<file path="config.mk">
export PLATFORM = sky130hd
export DESIGN_NAME = uart_rx_core
export DESIGN_NICKNAME = d
export VERILOG_FILES = /design/src/rtl/uart_pkg.sv /design/src/rtl/uart_sync_fifo.sv /design/src/rtl/uart_rx_core.sv
export SDC_FILE = /design/constraint.sdc
export NUM_CORES = 1
export LEC_CHECK = 0
export BUFFER_PORTS_ARGS = -buffer_cell sky130_fd_sc_hd__buf_2
export CAP_MARGIN = 25
export CORE_MARGIN = 1.5
export CORE_UTILIZATION = 39
export CTS_CLUSTER_SIZE = 28
export DETAILED_ROUTE_END_ITERATION = 7
export GPL_TIMING_DRIVEN = 0
export SETUP_SLACK_MARGIN = 0.3
export SKIP_LAST_GASP = 1
export SYNTH_ARGS = -nofsm -noshare
export SYNTH_HDL_FRONTEND = slang
export SYNTH_SLANG_ARGS = --single-unit
</file>
<file path="constraint.sdc">
create_clock -name clk_i -period 4.8 [get_ports clk_i]
set_input_delay 0.24 -clock clk_i [delete_from_list [all_inputs] [get_ports clk_i]]
set_output_delay 0.24 -clock clk_i [all_outputs]
set_load 0.005 [all_outputs]
</file>
<file path="src/rtl/uart_pkg.sv">
// Shared UART definitions: receiver FSM states, data width and baud divider helper.
package uart_pkg;

  localparam int unsigned UartDataW = 8;

  typedef enum logic [2:0] {
    IDLE,
    START,
    DATA,
    PARITY,
    STOP,
    BREAK
  } uart_rx_state_e;

  function automatic int unsigned clks_per_bit(input int unsigned freq, input int unsigned baud);
    return freq / baud;
  endfunction

endpackage

</file>
<file path="src/rtl/uart_sync_fifo.sv">
// Single-clock FIFO with push/pop, full/empty flags and occupancy level.
// A push while full is accepted only if a pop happens in the same cycle.
module uart_sync_fifo #(
  parameter int unsigned Width = 8,
  parameter int unsigned Depth = 8
) (
  input  logic                         clk_i,
  input  logic                         rst_ni,
  input  logic                         push_i,
  input  logic [Width-1:0]             wdata_i,
  input  logic                         pop_i,
  output logic [Width-1:0]             rdata_o,
  output logic                         full_o,
  output logic                         empty_o,
  output logic [$clog2(Depth+1)-1:0]   level_o
);

  localparam int unsigned PtrW = $clog2(Depth);
  localparam int unsigned LvlW = $clog2(Depth+1);

  if ((Depth < 2) || ((Depth & (Depth - 1)) != 0)) begin : g_depth_check
    $error("uart_sync_fifo: Depth must be a power of two >= 2");
  end

  logic [Width-1:0] mem_q [Depth];
  logic [PtrW-1:0]  wr_ptr_q;
  logic [PtrW-1:0]  rd_ptr_q;
  logic [LvlW-1:0]  level_q;
  logic             push_ok;
  logic             pop_ok;

  assign empty_o = (level_q == '0);
  assign full_o  = (level_q == LvlW'(Depth));
  assign level_o = level_q;
  assign rdata_o = mem_q[rd_ptr_q];

  assign pop_ok  = pop_i & ~empty_o;
  assign push_ok = push_i & (~full_o | pop_ok);

  always_ff @(posedge clk_i) begin
    if (!rst_ni) begin
      for (int unsigned i = 0; i < Depth; i++) begin
        mem_q[i] <= '0;
      end
      wr_ptr_q <= '0;
      rd_ptr_q <= '0;
      level_q  <= '0;
    end else begin
      if (push_ok) begin
        mem_q[wr_ptr_q] <= wdata_i;
        wr_ptr_q        <= wr_ptr_q + 1'b1;
      end
      if (pop_ok) begin
        rd_ptr_q <= rd_ptr_q + 1'b1;
      end
      case ({push_ok, pop_ok})
        2'b10:   level_q <= level_q + 1'b1;
        2'b01:   level_q <= level_q - 1'b1;
        default: level_q <= level_q;
      endcase
    end
  end

endmodule

</file>
<file path="src/rtl/uart_rx_core.sv">
// UART receiver: 2-FF synchronizer, mid-bit sampling FSM and receive FIFO with valid/ready pop.
// Optional even-parity bit enabled by defining UART_RX_PARITY_EN (default build is 8N1).
module uart_rx_core
  import uart_pkg::*;
#(
  parameter int unsigned ClockFrequency = 125_000_000,
  parameter int unsigned BaudRate       = 15_625_000,
  parameter int unsigned FifoDepth      = 8
) (
  input  logic                               clk_i,
  input  logic                               rst_ni,
  input  logic                               rx_i,
  output logic [UartDataW-1:0]               rx_data_o,
  output logic                               rx_valid_o,
  input  logic                               rx_ready_i,
  output logic [$clog2(FifoDepth+1)-1:0]     rx_level_o,
  output logic                               overflow_o,
  output logic                               frame_err_o
);

  localparam int unsigned ClksPerBit = clks_per_bit(ClockFrequency, BaudRate);
  localparam int unsigned CntW       = $clog2(ClksPerBit);
  localparam logic [CntW-1:0] LastCnt = CntW'(ClksPerBit - 1);
  localparam logic [CntW-1:0] HalfCnt = CntW'(ClksPerBit / 2 - 1);

  if (ClksPerBit < 4) begin : g_cpb_check
    $error("uart_rx_core: ClksPerBit must be >= 4");
  end

  logic [1:0]           sync_q;
  logic                 rx_sync;
  logic                 prev_q;
  uart_rx_state_e       state_q, state_d;
  logic [CntW-1:0]      cnt_q, cnt_d;
  logic                 cnt_clr;
  logic                 bit_tick;
  logic [2:0]           bit_q;
  logic [UartDataW-1:0] shift_q;
  logic                 shift_en;
  logic                 push_req;
  logic                 ferr;
  logic                 fifo_full;
  logic                 fifo_empty;
  logic                 stop_bad;

  assign rx_sync  = sync_q[1];
  assign bit_tick = (cnt_q == LastCnt);

`ifdef UART_RX_PARITY_EN
  logic par_sample;
  logic par_err_q;

  always_ff @(posedge clk_i) begin
    if (!rst_ni) begin
      par_err_q <= 1'b0;
    end else if (par_sample) begin
      par_err_q <= rx_sync ^ (^shift_q);
    end
  end

  // A parity mismatch is reported at the stop sample, so one flag covers both errors.
  assign stop_bad = ~rx_sync | par_err_q;
`else
  assign stop_bad = ~rx_sync;
`endif

  always_comb begin
    state_d  = state_q;
    cnt_clr  = 1'b0;
    shift_en = 1'b0;
    push_req = 1'b0;
    ferr     = 1'b0;
`ifdef UART_RX_PARITY_EN
    par_sample = 1'b0;
`endif
    unique case (state_q)
      IDLE: begin
        cnt_clr = 1'b1;
        if (prev_q && !rx_sync) state_d = START;
      end
      START: begin
        if (cnt_q == HalfCnt) begin
          cnt_clr = 1'b1;
          state_d = rx_sync ? IDLE : DATA;
        end
      end
      DATA: begin
        if (bit_tick) begin
          shift_en = 1'b1;
          if (bit_q == 3'd7) begin
`ifdef UART_RX_PARITY_EN
            state_d = PARITY;
`else
            state_d = STOP;
`endif
          end
        end
      end
`ifdef UART_RX_PARITY_EN
      PARITY: begin
        if (bit_tick) begin
          par_sample = 1'b1;
          state_d    = STOP;
        end
      end
`endif
      STOP: begin
        if (bit_tick) begin
          ferr     = stop_bad;
          push_req = ~stop_bad;
          state_d  = rx_sync ? IDLE : BREAK;
        end
      end
      BREAK: begin
        cnt_clr = 1'b1;
        if (rx_sync) state_d = IDLE;
      end
      default: begin
        cnt_clr = 1'b1;
        state_d = IDLE;
      end
    endcase
    cnt_d = (cnt_clr || bit_tick) ? '0 : cnt_q + 1'b1;
  end

  always_ff @(posedge clk_i) begin
    if (!rst_ni) begin
      sync_q      <= '0;
      prev_q      <= 1'b0;
      state_q     <= IDLE;
      cnt_q       <= '0;
      bit_q       <= '0;
      shift_q     <= '0;
      frame_err_o <= 1'b0;
      overflow_o  <= 1'b0;
    end else begin
      sync_q      <= {sync_q[0], rx_i};
      prev_q      <= rx_sync;
      state_q     <= state_d;
      cnt_q       <= cnt_d;
      if (state_q == IDLE) begin
        bit_q <= '0;
      end else if (shift_en) begin
        bit_q   <= bit_q + 1'b1;
        shift_q <= {rx_sync, shift_q[UartDataW-1:1]};
      end
      frame_err_o <= ferr;
      // When full the head is valid, so a pop happens exactly when ready is high.
      overflow_o  <= push_req & fifo_full & ~rx_ready_i;
    end
  end

  uart_sync_fifo #(
    .Width (UartDataW),
    .Depth (FifoDepth)
  ) u_fifo (
    .clk_i   (clk_i),
    .rst_ni  (rst_ni),
    .push_i  (push_req),
    .wdata_i (shift_q),
    .pop_i   (rx_ready_i),
    .rdata_o (rx_data_o),
    .full_o  (fifo_full),
    .empty_o (fifo_empty),
    .level_o (rx_level_o)
  );

  assign rx_valid_o = ~fifo_empty;

endmodule
</file>
; ---- Word-level counts from Yosys, hierarchy flattened
; Memories as Yosys holds them, arrays and structs flattened. A register that Yosys moved wholly into a read port is not among the register bits.
; Cells that the tools add are included.
[totals]
regBits = 32
mem_bits_rw = 64
in_bits = 4
out_inout_bits = 15
wordCells = 83
n_memories = 1
[memory_table]
columns = memory, words, width, read_ports, rd_ports_with_merged_regs, wr, line_no
row1 = u_fifo.mem_q, 8, 8, 1, 1, 8, uart_sync_fifo.sv:25  ; logic [Width-1:0] mem_q [Depth];
[classes]
add_sub_neg = 6
n_eq_ne = 16
n_mux = 25
bitwise = 11
n_reduce_logical = 13
[op_table]
columns = cell, count
row1 = $mux 3, 10
row2 = $pmux 3 s5, 1
row3 = $add 3x1->3 const B, 4
row4 = $eq 3x3->1 const B, 4
row5 = $ne 2x2->1 const B, 6
row6 = $mux 1, 10
row7 = $mux 8, 1
row8 = $pmux 4 s2, 1
row9 = $reduce_or 8->1, 1
row10 = $eq 3x2->1 const B, 2
row11 = $not 1->1, 6
row12 = $reduce_and 6->1, 1
row13 = $reduce_or 2->1, 3
row14 = $add 4x1->4 const B, 1
row15 = $and 1x1->1, 4
row16 = $eq 4x4->1 const B, 1
row17 = $logic_not 4->1, 1
row18 = $sub 4x1->4 const B, 1
row19 = $eq 3x1->1 const B, 1
row20 = $logic_not 3->1, 1
row21 = $reduce_and 3->1, 1
row22 = $eq 2x1->1 const B, 1
row23 = $eq 2x2->1 const B, 1
row24 = $mux 2, 1
row25 = other kinds (7), 7

; ---- Depth between registers and ports, before layout
[logic_depth]
depth_word = 10
ltp_mapped = 9
mapped_depth_nobuf = 9

; ---- Cells and area by module
; From an unflattened synthesis, not the netlist that was laid out.
[hier_totals]
hier_cells = 368
hier_area_um2 = 4670.7
[by_module_without_submodules]
columns = mod, n_inst, cells_per_inst, area_each_um2, seq_area_each_um2
row1 = uart_sync_fifo, 1, 257, 3652.3, 2182.1
row2 = uart_rx_core, 1, 111, 1018.5, 440.4

; ---- Worst setup path before layout
; Ideal clock, no wire load.
[synth_path]
path_kind = reg-to-reg
startpoint = reg cnt_q[0]
endpoint = mem u_fifo.mem_q[7][0] (enable)
setup_ns = 0.384
arrival_ns = 2.312
required_time_ns = 4.416
setup_slack_ns = 2.104
stages_incl_launch_ff = 7
path_buffers = 0
synth_period_minus_slack_ns = 2.696
cell_sequence = dfxtp_1 -> ha_1 -> ha_1 -> or3b_1 -> a211oi_4 -> nand2_2 -> o21ai_0
[synth_rtl]
columns = item, line_no
row1 = from (decl), uart_rx_core.sv:34  ; logic [CntW-1:0] cnt_q, cnt_d;
row2 = from (signal assigned), uart_rx_core.sv:140  ; cnt_q <= cnt_d;
row3 = to (decl), uart_sync_fifo.sv:25

==> results <==
- Once detail routing completed, the nets flagged for antenna violations numbered 0.
- Measured in cells, the most critical reg-to-reg path has a length of 7.
- Together, buffers and inverters on the worst path number 0.
- For this run, the detailed router's first-pass iteration total came to 5.
- The proportion of synthesized flip-flops having asynchronous set or reset is 0%.
- The count of flip-flops with a built-in enable after synthesis is 64.
- The most critical setup path has its startpoint at cnt_q[0].
- The number of placed instances, taps included, is between 500 and 600.
- The die covers roughly 12000 µm².
- Subtracting the final worst setup slack from the clock period gives 3200 ps.
- The die is roughly 110 µm tall.
- After technology mapping, the gate count stands at around 350.
- The worst setup path endpoint is u_fifo.mem_q[5][4].
- The first global-routing pass estimated roughly 14 mm of wire.
- The detailed-route wire length per cell is between 15 and 20 µm.
- The number of global-route vias before repair is around 2700.
- The number of buffers added by the clock tree synthesis step is 9.
- The area share of the largest cell type after synthesis is 42.8%.
- The remaining design rule violation count is 0.
- In this run the tool buffered the top-level ports with 17 buffer cells.
- The total design power is between 1.5 and 2 mW.
- The post-route non-filler standard cell count is roughly 530.
- The cell that appears most often on the critical path is sky130_fd_sc_hd__ha_1.
- The launch instance of the worst register-to-register path is cnt_q[0].
- The number of rows in the core area is 38.
- The class of the most critical setup path is flop to flop.
- TritonCTS built the clock tree.
- The worst setup path is captured at a flop.
- The detailed router finished its first iteration with around 130 violations.
- In the routed layout, each cell is associated on average with a via count of slightly above 5.
- The initial antenna violation count is 0.
- On the final layout, the worst clock skew is about 8 ps.
- The clock tree root driver cell is sky130_fd_sc_hd__clkbuf_16.
- The worst hold path was traced through 2 stages.
- The mean instance size in the synthesized netlist is approximately 13 µm².
- The number of warnings reported in the yosys synthesis log is 0.
- The slew at the pin with the worst max-slew slack is ~670 ps.
- The synthesis-stage register bit count is slightly below 100.
- For the worst setup path, the data required time is about 4800 ps.
- The count of cell types in the netlist is 45.
- Clock-pin slew was measured on the worst setup and hold paths at roughly 70 ps.
- 19 I/O pins were placed.
- The total vias in the final route is ~2700.
- The total detailed-routing wirelength is just under 9 mm.
- Routability-driven placement finished with a final weighted congestion of 0.765.
- Timing would allow up to 313 MHz.
- By area the synthesized netlist is led by sky130_fd_sc_hd__edfxtp_1, sky130_fd_sc_hd__dfxtp_1, sky130_fd_sc_hd__and2_1.
- The number of levels in the clock H-tree is 3.
- Walking the worst path, the cells encountered are ha_1, ha_1, or3b_1, a211oi_4, nand2_2, nor3_2, nand2b_1.
- The mapped netlist covers ~4500 µm².
- From left edge to right edge, the die measures between 100 and 150 µm.
- For this configuration, the core starts out at a cell density of a little over 40%.
- The critical path's slowest cell is sky130_fd_sc_hd__nor3_2.
- The largest incremental delay on the critical path is approximately 510 ps.
- Dividing total power by cell area gives a power density of ~380 nW/µm².
- The maximum root-to-sink buffer count is 2.
- The number of max-slew violations in the final report was 0.
- The leakage power is ~1.8 nW.
- The number of nets handed over by synthesis was 363.
- Post-CTS repair changed the size of 0 cells.
- The count of buffers added by post-CTS timing repair for setup is 0.
- Clock latency on the worst-skew pair, taken at its later pin, is approximately 350 ps.
- The commonest cells after synthesis are sky130_fd_sc_hd__and2_1, sky130_fd_sc_hd__edfxtp_1, sky130_fd_sc_hd__dfxtp_1.
- The primary flip-flop cell chosen by synthesis mapping is sky130_fd_sc_hd__edfxtp_1.
- Yosys instantiated no cell more often than sky130_fd_sc_hd__and2_1.
- The number of antenna diodes in the final layout is 0.
- In this run the worst hold path is classified as primary input to flop.
- The flow ran to the end, and the final reports show no timing, DRC or antenna violations.
- The post-placement cell area is roughly 4800 µm².
- The residual overflow from global routing is 0.
- Sequential elements use about three fifths of the synthesized area.
- STA puts the critical path data arrival time at between 3000 and 4000 ps.
- The share of the cycle needed by the critical path after routing is between 60% and 70%.
- The worst setup path is launched from a flop.
- The max-slew headroom at the worst pin is between 50% and 60%.
- The total area inside the core boundary comes to roughly 11000 µm².
- The maximum fanout count along the critical path is 9.
- The number of nets in the layout is between 300 and 400.
- The count of cell instances traversed by the critical path is 7.
- The placed wire-length estimate is a little over 6 mm.
- In the global route stage, overall resource usage came out at 16.4%.
- Entering global routing, the biggest net connects 17 pins.
- The hold violation count in the final report came to 0.
- The reg-to-reg critical path endpoint is u_fifo.mem_q[5][4].
- Cells with a size suffix above 1 make up between 10% and 20% of the layout.
- Relative to the synthesized area, the layout overhead comes to 12.5%.
- With fillers left out, the area of the finished cells amounts to just over 5000 µm².
- The total clock sinks is between 90 and 100.
- The post-synthesis cell type with the largest combined area is sky130_fd_sc_hd__edfxtp_1.
- The minimum setup slack among reg-to-reg paths is 1600 ps.
- Setup violations remaining at the end of the flow were counted as 0.
- On the critical path the largest part of the delay comes from simple AND/OR/NAND/NOR gates.
- Summed over all failing endpoints, the final setup total negative slack is 0 ps.
- The number of hold buffers added after CTS was 0.
- The tool flagged a number of max-cap violations equal to 0.
- Across the VDD grid, the largest voltage drop is 0.000222 V.
- Setup repair after global routing left no endpoint under its margin.
-- registers in the layout, indices dropped and copies added, names as in the netlist, named ones only --
signal and cells:
cnt_q 3, u_fifo.wr_ptr_q 3, u_fifo.level_o 4, u_fifo.rd_ptr_q 3
bit_q 3, frame_err_o 1, prev_q 1, state_q 3
sync_q 2, shift_q 8, u_fifo.mem_q 64, overflow_o 1
-- per-stage QoR --
step / hold slack [ps] / utilization, % / setup WS, ps
floorplan: 367 / - / 2100
finish: 104 / 45.7 / 1600
detailed placement: 411 / 43.1 / 1530
global placement: 407 / 43.0 / 1450
CTS: 94.1 / 45.7 / 1510
global route: 101 / 45.7 / 1350
-- kinds of logic (layout without fill, tap and decap cells) --
logic type | count (synthesis) | after routing | synth area share, %
AOI/OAI and AO/OA | 28 | 28 | 4.32
DFF | 99 | 99 | 58.5
buffers and inverters | 20 | 54 | 1.70
adders and majority gates | 8 | 8 | 2.23
xor gates and xnor gates | 8 | 8 | 1.56
muxes | 30 | 30 | 11.4
and+or+nand+nor | 158 | 158 | 20.3
-- routing by layer --
metal	wire (µm)	GRT usage (%)	part of all wire, %	vias to the layer above
li1	-	-	-	1317
met1	4050	19.9	46	1304
met2	4370	28.7	50	45
met3	266	3.64	3.0	11
met4	133	5.77	1.5	0
met5	0	0	0	-
-- how the worst min path moves through the flow --
stage                  start  slack (ps)   endpoint
floorplan               rx_i         370  sync_q[0]
global placement    cnt_q[0]         410   cnt_q[0]
detailed placement  cnt_q[0]         410   cnt_q[0]
CTS                     rx_i          90  sync_q[0]
global route            rx_i         100  sync_q[0]
finish                  rx_i         100  sync_q[0]
-- worst reg2reg max path, cell delays in order, from the launching register on --
cell and delay, ps:
sky130_fd_sc_hd__dfxtp_1 330, sky130_fd_sc_hd__ha_1 170, sky130_fd_sc_hd__ha_1 280, sky130_fd_sc_hd__or3b_1 450
sky130_fd_sc_hd__a211oi_4 430, sky130_fd_sc_hd__nand2_2 190, sky130_fd_sc_hd__nor3_2 510, sky130_fd_sc_hd__nand2b_1 490
-- where the power goes --
group	internal (mW)	switching, mW
clock network	0.405	0.313
registers	0.942	0.0214
logic	0.104	0.109
total	1.45	0.443
-- cell usage in the layout, fill, tap and decap left out, types with 2 or more instances in the layout --
cell type	n
sky130_fd_sc_hd__a21oi_1	14
sky130_fd_sc_hd__and2_1	66
sky130_fd_sc_hd__buf_1	3
sky130_fd_sc_hd__buf_2	18
sky130_fd_sc_hd__clkbuf_1	12
sky130_fd_sc_hd__clkbuf_16	9
sky130_fd_sc_hd__clkinv_1	2
sky130_fd_sc_hd__dfxtp_1	35
sky130_fd_sc_hd__edfxtp_1	64
sky130_fd_sc_hd__ha_1	8
sky130_fd_sc_hd__inv_1	4
sky130_fd_sc_hd__inv_6	2
sky130_fd_sc_hd__mux2_2	10
sky130_fd_sc_hd__mux2i_1	4
sky130_fd_sc_hd__mux4_2	16
sky130_fd_sc_hd__nand2_1	32
sky130_fd_sc_hd__nand2b_1	9
sky130_fd_sc_hd__nand3_1	3
sky130_fd_sc_hd__nand3b_1	2
sky130_fd_sc_hd__nor2_1	24
sky130_fd_sc_hd__nor2b_1	3
sky130_fd_sc_hd__nor3_1	4
sky130_fd_sc_hd__nor3_2	2
sky130_fd_sc_hd__nor3b_1	2
sky130_fd_sc_hd__nor3b_2	3
sky130_fd_sc_hd__o21ai_0	3
sky130_fd_sc_hd__xnor2_1	3
sky130_fd_sc_hd__xor2_1	5
-- layout make-up --
class / count / area, µm²
Tap cell: 140 / 175
Clock buffer: 10 / 229
Inverter: 5 / 18.8
Fill cell: 1022 / 5980
Clock inverter: 6 / 63.8
Buffer: 15 / 57.6
Sequential cell: 99 / 2620
Multi-Input combinational cell: 232 / 1790
Timing Repair Buffer: 18 / 92.6
Power figures use the tool's default switching activity.
